--- src/rtl/ex_muldiv_unit.sv ---
// ex_muldiv_unit: iterative one-bit-per-cycle signed/unsigned multiply and divide for the EX stage
module ex_muldiv_unit #(
  parameter int WIDTH = 32,
  parameter logic [5:0] OP_MUL = 6'h18,
  parameter logic [5:0] OP_MULU = 6'h19,
  parameter logic [5:0] OP_DIV = 6'h1A,
  parameter logic [5:0] OP_DIVU = 6'h1B
) (
  input  logic clk,
  input  logic rst_n,
  input  logic start,
  input  logic [5:0] alu_op,
  input  logic [WIDTH-1:0] regA,
  input  logic [WIDTH-1:0] regB,
  input  logic [3:0] regC_adress_in,
  output logic stall,
  output logic busy,
  output logic done,
  output logic [WIDTH-1:0] result_lo,
  output logic [WIDTH-1:0] result_hi,
  output logic [3:0] regC_adress_out,
  output logic div_by_zero
);
  localparam int CW = $clog2(WIDTH) + 1;
  typedef enum logic [1:0] {IDLE, MUL, DIV, DONE} state_t;
  state_t state;
  logic [CW-1:0] count;
  logic [WIDTH-1:0] hi, lo, b, a_mag, b_mag, nhi, nlo;
  logic [WIDTH:0] sum, rs, diff;
  logic [2*WIDTH-1:0] prod;
  logic neg_q, neg_r, dz, valid, sgn, is_div, a_neg, b_neg, last;
  logic [3:0] rc;
  assign valid = alu_op inside {OP_MUL, OP_MULU, OP_DIV, OP_DIVU};
  assign sgn = (alu_op == OP_MUL) || (alu_op == OP_DIV);
  assign is_div = (alu_op == OP_DIV) || (alu_op == OP_DIVU);
  assign a_neg = sgn & regA[WIDTH-1];
  assign b_neg = sgn & regB[WIDTH-1];
  assign a_mag = a_neg ? -regA : regA;
  assign b_mag = b_neg ? -regB : regB;
  assign last = count == CW'(WIDTH - 1);
  assign busy = state != IDLE;
  assign done = state == DONE;
  assign stall = rst_n & ((state == IDLE & start & valid) | state == MUL | state == DIV);
  // hi/lo is the shift-add accumulator for MUL and the remainder/quotient pair for DIV
  always_comb begin
    sum = {1'b0, hi} + (lo[0] ? {1'b0, b} : '0);
    rs = {hi, lo[WIDTH-1]};
    diff = rs - {1'b0, b};
    nhi = state == MUL ? sum[WIDTH:1] : (diff[WIDTH] ? rs[WIDTH-1:0] : diff[WIDTH-1:0]);
    nlo = state == MUL ? {sum[0], lo[WIDTH-1:1]} : {lo[WIDTH-2:0], ~diff[WIDTH]};
    prod = neg_q ? -{nhi, nlo} : {nhi, nlo};
  end
  always_ff @(posedge clk or negedge rst_n) begin
    if (!rst_n) begin
      state <= IDLE;
      count <= '0;
      hi <= '0;
      lo <= '0;
      b <= '0;
      neg_q <= 1'b0;
      neg_r <= 1'b0;
      dz <= 1'b0;
      rc <= '0;
      result_lo <= '0;
      result_hi <= '0;
      regC_adress_out <= '0;
      div_by_zero <= 1'b0;
    end else begin
      case (state)
        IDLE: if (start && valid) begin
          state <= is_div ? DIV : MUL;
          count <= '0;
          b <= b_mag;
          hi <= '0;
          lo <= (is_div && regB == '0) ? regA : a_mag;
          neg_q <= a_neg ^ b_neg;
          neg_r <= a_neg;
          dz <= is_div && regB == '0;
          rc <= regC_adress_in;
        end
        MUL, DIV: if (dz) begin
          state <= DONE;
          result_lo <= '1;
          result_hi <= lo;
          div_by_zero <= 1'b1;
          regC_adress_out <= rc;
        end else begin
          hi <= nhi;
          lo <= nlo;
          count <= count + CW'(1);
          if (last) begin
            state <= DONE;
            result_lo <= state == MUL ? prod[WIDTH-1:0] : (neg_q ? -nlo : nlo);
            result_hi <= state == MUL ? prod[2*WIDTH-1:WIDTH] : (neg_r ? -nhi : nhi);
            div_by_zero <= 1'b0;
            regC_adress_out <= rc;
          end
        end
        default: state <= IDLE;
      endcase
    end
  end
endmodule
--- config.mk ---
export PLATFORM = sky130hd
export DESIGN_NAME = ex_muldiv_unit
export DESIGN_NICKNAME = d
export VERILOG_FILES = /design/src/rtl/ex_muldiv_unit.sv
export SDC_FILE = /design/constraint.sdc
export NUM_CORES = 1
export LEC_CHECK = 0
export BUFFER_PORTS_ARGS = -buffer_cell sky130_fd_sc_hd__clkbuf_2
export CORE_UTILIZATION = 56
export DETAILED_ROUTE_END_ITERATION = 16
export GPL_TIMING_DRIVEN = 0
export MAX_ROUTING_LAYER = met4
export PLACE_DENSITY = 0.79
export SLEW_MARGIN = 0
export SYNTH_ARGS = -nofsm -noshare
export SYNTH_HDL_FRONTEND = slang
export SYNTH_SLANG_ARGS = --single-unit
--- constraint.sdc ---
create_clock -name clk -period 4.86 [get_ports clk]
set_input_delay 0.486 -clock clk [delete_from_list [all_inputs] [get_ports clk]]
set_output_delay 0.486 -clock clk [all_outputs]
set_load 0.1 [all_outputs]
# Word level (Yosys, flattened, before mapping)

Index checks and enable logic that the tools add are counted.

Add/subtract/negate cells: 8
Eq/ne operators: 11
Muxes and demuxes: 34
Bitwise gates (word level): 9
Reductions and logical operators: 15

Operators with widths:

| operator                                       | number |
|---|---|
| 2-to-1 mux 32 bit                              | 19 |
| negator 32 bit                                 | 4 |
| case mux 32 bit (2 select lines)               | 2 |
| 2-to-1 mux 64 bit                              | 1 |
| negator 64 bit                                 | 1 |
| adder 32 x 32 -> 33 bit                        | 1 |
| subtractor 33 x 32 -> 33 bit                   | 1 |
| zero test 32 bit                               | 1 |
| == test 6 x 5 -> 1 bit (second input constant) | 5 |
| 2-to-1 mux 6 bit                               | 2 |
| case mux 6 bit (2 select lines)                | 1 |
| 2-to-1 mux 2 bit                               | 4 |
| 2-to-1 mux 4 bit                               | 2 |
| adder 6 x 1 -> 6 bit (second input constant)   | 1 |
| AND reduction 2 bit                            | 3 |
| nonzero test 2 bit                             | 3 |
| AND 1 bit                                      | 5 |
| == test 2 bit (second input constant)          | 2 |
| case mux 2 bit (2 select lines)                | 1 |
| nonzero test 4 bit                             | 1 |
| inequality test 3 bit (second input constant)  | 1 |
| AND reduction 3 bit                            | 1 |
| == test 2 x 1 -> 1 bit (second input constant) | 1 |
| logical AND 1 bit                              | 2 |
| other kinds (9)                                | 12 |

Register bits after elaboration: 180
Output and inout bits: 72
Logic and storage cells: 90

# Logic depth before layout (Yosys ltp)

Depth after elaboration: 8
Gate-level depth with buffers: 27
Gate-level depth less buffers: 24

# Worst setup path before layout

OpenSTA, ideal clock, no wires.

Kind: register to output
From: register state[1]
To: output stall
Arrival: 5285 ps
Slack: -911 ps
Stages on the path, launching flop included: 14
Path through: dfrtp_1 -> inv_1 -> ha_1 -> buf_2 -> buf_2 -> buf_2 -> buf_2 -> buf_2 -> buf_1 -> buf_1 -> buf_1 -> clkbuf_1 -> nor2_1 -> a21boi_0

Cells in the longest elaborated chain, start to end: 6

RTL lines:

| what                   | line | source |
|---|---|---|
| start, declared        | 26   | `state_t state;` |
| start signal, assigned | 71   | `state <= is_div ? DIV : MUL;` |
| zero test 2 bit        | 43   | `assign stall = rst_n & ((state == IDLE & start & valid) \| state == MUL \| state == DIV);` |
| AND 1 bit (2 in a row) | 43   |  |
| bitwise OR 1 bit       | 43   |  |
| bitwise OR 1 bit (*)   | 43   |  |
| AND 1 bit (*)          | 43   |  |
| end, declared          | 16   | `output logic stall,` |

Mark *: on every way between the ends. The rest lies on a longest branch, timed or not.

# Final worst setup path

From: register b[27]
To: register result_hi[18]

Cells in the longest elaborated chain, start to end: 8

RTL lines:

| what                                                   | line   | source |
|---|---|---|
| start, declared                                        | 28     | `logic [WIDTH-1:0] hi, lo, b, a_mag, b_mag, nhi, nlo;` |
| start signal, assigned                                 | 73     | `b <= b_mag;` |
| subtractor 33 x 32 -> 33 bit (*)                       | 48     | `diff = rs - {1'b0, b};` |
| 2-to-1 mux 32 bit or NOT 1 bit (tied branches)         | 49, 50 |  |
| 2-to-1 mux 32 bit (on tied branches)                   | 49, 50 |  |
| negator 64 bit or negator 32 bit (tied branches)       | 51, 94 |  |
| 2-to-1 mux 64 bit or 2-to-1 mux 32 bit (tied branches) | 51, 94 |  |
| 2-to-1 mux 32 bit (*)                                  | 94     | `result_hi <= state == MUL ? prod[2*WIDTH-1:WIDTH] : (neg_r ? -nhi : nhi);` |
| 2-to-1 mux 32 bit (*)                                  | 91     | `if (last) begin` |
| 2-to-1 mux 32 bit (*)                                  | 81     | `MUL, DIV: if (dz) begin` |
| end signal, assigned                                   | 84     | `result_hi <= lo;` |
| end signal, assigned                                   | 94     |  |
| end, declared                                          | 20     | `output logic [WIDTH-1:0] result_hi,` |

Mark *: on every way between the ends. The rest lies on a longest branch, timed or not. The select of a mux whose other input is x is not followed.
A chain may end at the register's enable or synchronous reset.

==> qor.txt <==
Fin cells: 2691
Crit path time final: 5.29 ns
Post-synthesis sequential area ratio: 0.283
Largest net degree at the start of global routing: 107
Final #Nets: 2451
Placed cells: 2569
Clock latency on the worst-skew pair: 0.47 ns
Die Area: 0.0291 mm²
CTS buffer count: 17
CTS tree: done
Slew of the pin with the lowest slew margin: 1.05 ns
Worst-case hold slack: 0.0373 ns
Mapped Nets: 2193
Crit end category: flip-flop
EDFF count, synth: 0
Reg power frac: 0.163
Reported net switching power: 9010 µW
CP startpoint kind: flip-flop
Setup Skew: 0.0214 ns
CP top delay family: compound AO/OA/AOI/OAI gates
Die Wd: 171 µm
Req. time, crit path: 5.27 ns
Vias post-DR: 18.1k
DP HPWL: 50.8 mm
Worst hold path type: input port to asynchronous set/reset pin
Leakage: 0.00849 µW
Yosys top cell area share: 0.283
Yosys cell types: 96
Mean Syn Cell Area: 7.81 µm²
Area Growth Syn to Fin: 23.4%
Synth Register Bits: 180
Routed WL per cell: 24.8 µm
Post-route DRC: 0
Layout fillers: 2304
H-tree levels: 4
Vias in the first global route: 16.9k
Cell internal pwr: 6720 µW
Crit-path max FO: 5
Final period util: 1.09
Final Cell Area: 0.0197 mm²
FF/Latch Area: 0.00453 mm²
Worst Path Buf+Inv: 2
Status: finished with violations
Count leader, synth: nand2_1
Max rail drop VDD: 0.000620 V
F_max: 189 MHz
Buffers on Ports: 148
Initial antenna violation count: 0
Comb power frac: 0.749
CTS root buf: clkbuf_16
FP Rows: 61
Starting Density: 0.572
Global placement routability congestion: 1.07
First-pass GRT wire length: 99.8 mm
Final Hold Vio Count: 0
Total Wirelength: 66.9 mm
Rel. slew slack: 0.277
Max-slew violations: 0
Clk pin slew, worst setup/hold paths: 0.07 ns
CP most frequent cell: or3_4
Post-Syn Area: 0.0159 mm²
Mapped Cells: 2041
Detail Route Antenna Nets: 0
Synth top area cells: dfrtp_1, o21ai_0, ha_1
Place WS: -1.98 ns
Post-DR vias/cell: 6.74
DR pass1 iterations: 8
Area of the multi-input gates: 0.0118 mm²
Synth warnings: 0
Die height: 171 µm
Setup ws final: -0.427 ns
Clock Path Buffers: 2
RSZ-0062 raised after global routing: true
CP max-delay cell: dfrtp_2
Num ports: 149
Setup violators final: 17
CP peak stage delay: 0.48 ns
GRT Residual Overflow: 0
Core Area: 0.0279 mm²
Post-synth top cells: nand2_1, o21ai_0, a21oi_1, dfrtp_1, nor2_1
Clk network pwr share: 0.088
Cell taking the most area after synthesis: dfrtp_1
Clock sinks: 180
CP cell instances: inv_1, ha_2, a21oi_4, o21ai_2, a211o_1, a21o_1, buf_6, o31ai_4, a2bb2oi_4, ha_4, o21ai_2, or3_4, or3_4, or3_4, nand2b_4, or2_4, o22ai_4, a22oi_2, xnor2_2, a211oi_2, a21o_1
Tot GR Track Use: 0.473
CP Class: flip-flop to flip-flop
CTS Hold Bufs: 0
First-iteration detailed-routing DRC count: 2386
Failing checks: negative setup slack
Power density over the cells: 800 mW/mm²
Final core utilization: 0.706
Share of post-route cells with drive strength above 1: 0.228
Switching share of power: 0.573
CP arrival: 5.69 ns
Synth Flop Type: dfrtp_1
Max-Cap Viols: 0
Asr flop ratio synth: 1.00
Area after DPL: 0.0172 mm²
## metrics by stage
step	setup TNS (ns)	total power (µW)
after CTS	-3.80	14200
after floorplan	-0.102	8490
final	-4.65	15700
after global routing	-5.91	16300
after global placement	-57.68	11400
after detailed placement	-48.25	11500
## cell type report
class / instances / share of cell area
inverter: 71 / 0.0136
antenna: 1 / 0.000127
sequential: 180 / 0.230
multi-input combinational: 1682 / 0.599
clock buffer: 19 / 0.0220
clock inverter: 13 / 0.00624
timing repair buffer: 246 / 0.0793
tap: 378 / 0.0241
buffer: 101 / 0.0255
## final timing paths
path	from	endpoint	slack, ns	cells past startpoint
min in group clk	regC_adress_in[0]	rc[0]	0.25	2
setup / recovery	b[27]	result_hi[18]	-0.43	21
setup reg to reg	b[27]	result_hi[18]	-0.43	21
hold / removal	rst_n	hi[26]	0.04	1
max in group asynchronous	rst_n	b[18]	3.79	2
hold reg to reg	rc[1]	regC_adress_out[1]	0.47	2
## power by group through the flow
stage / Clock (µW) / Combinational, µW / Sequential [µW]
global placement: 0 / 8930 / 2470
CTS: 1370 / 10400 / 2480
finish: 1390 / 11800 / 2560
floorplan: 0 / 6240 / 2250
global route: 1420 / 12300 / 2570
detailed placement: 0 / 9050 / 2480
## cells by family (layout without fill, tap and decap cells)
| family | count (synthesis) | after routing | synth area share |
|---|---|---|---|
| and+or+nand+nor | 716 | 716 | 0.217 |
| other | 0 | 1 | 0 |
| buffers and inverters | 179 | 450 | 0.0458 |
| AOI/OAI and AO/OA | 673 | 673 | 0.269 |
| xor gates and xnor gates | 159 | 159 | 0.0874 |
| adders and majority gates | 75 | 75 | 0.0598 |
| DFF | 180 | 180 | 0.283 |
| muxes | 59 | 59 | 0.0385 |
## registers in the layout, indices dropped and copies added, names as in the netlist, 2 cells and up
signal	count
b	32
count	6
hi	32
lo	32
rc	4
regC_adress_out	4
result_hi	32
result_lo	32
state	2
## per-layer routing
layer,track usage,vias up,wire length [µm]
li1,-,7956,-
met5,-,-,0
met1,0.613,8755,26800
met2,0.664,1228,27800
met4,0.134,0,1880
met3,0.204,203,10400
## cell usage in the layout, fill, tap and decap left out, drive strengths merged, types with 17 or more instances in the layout
master	netlist	final
clkbuf	81	246
nand2	240	240
o21ai	211	211
a21oi	183	183
dfrtp	180	180
nor2	172	172
buf	27	119
xnor2	85	85
xor2	74	74
inv	69	74
ha	73	73
nor3	60	60
nand3	50	50
and2	41	41
mux2i	40	40
o31ai	35	35
a21o	32	32
or3	24	24
a31oi	24	24
nand4	23	23
o211ai	22	22
mux2	19	19
nor4	19	19
a22o	18	18
o22ai	18	18
nor2b	17	17
## timing repair
item | CTS | global route
endpoints found under the setup margin | 69 | 32
resized for setup | 168 | 103
buffers inserted | 57 | 40
cloned | 0 | 0
pin swaps | 63 | 67
Note: power is estimated with default switching activity, not from simulation.
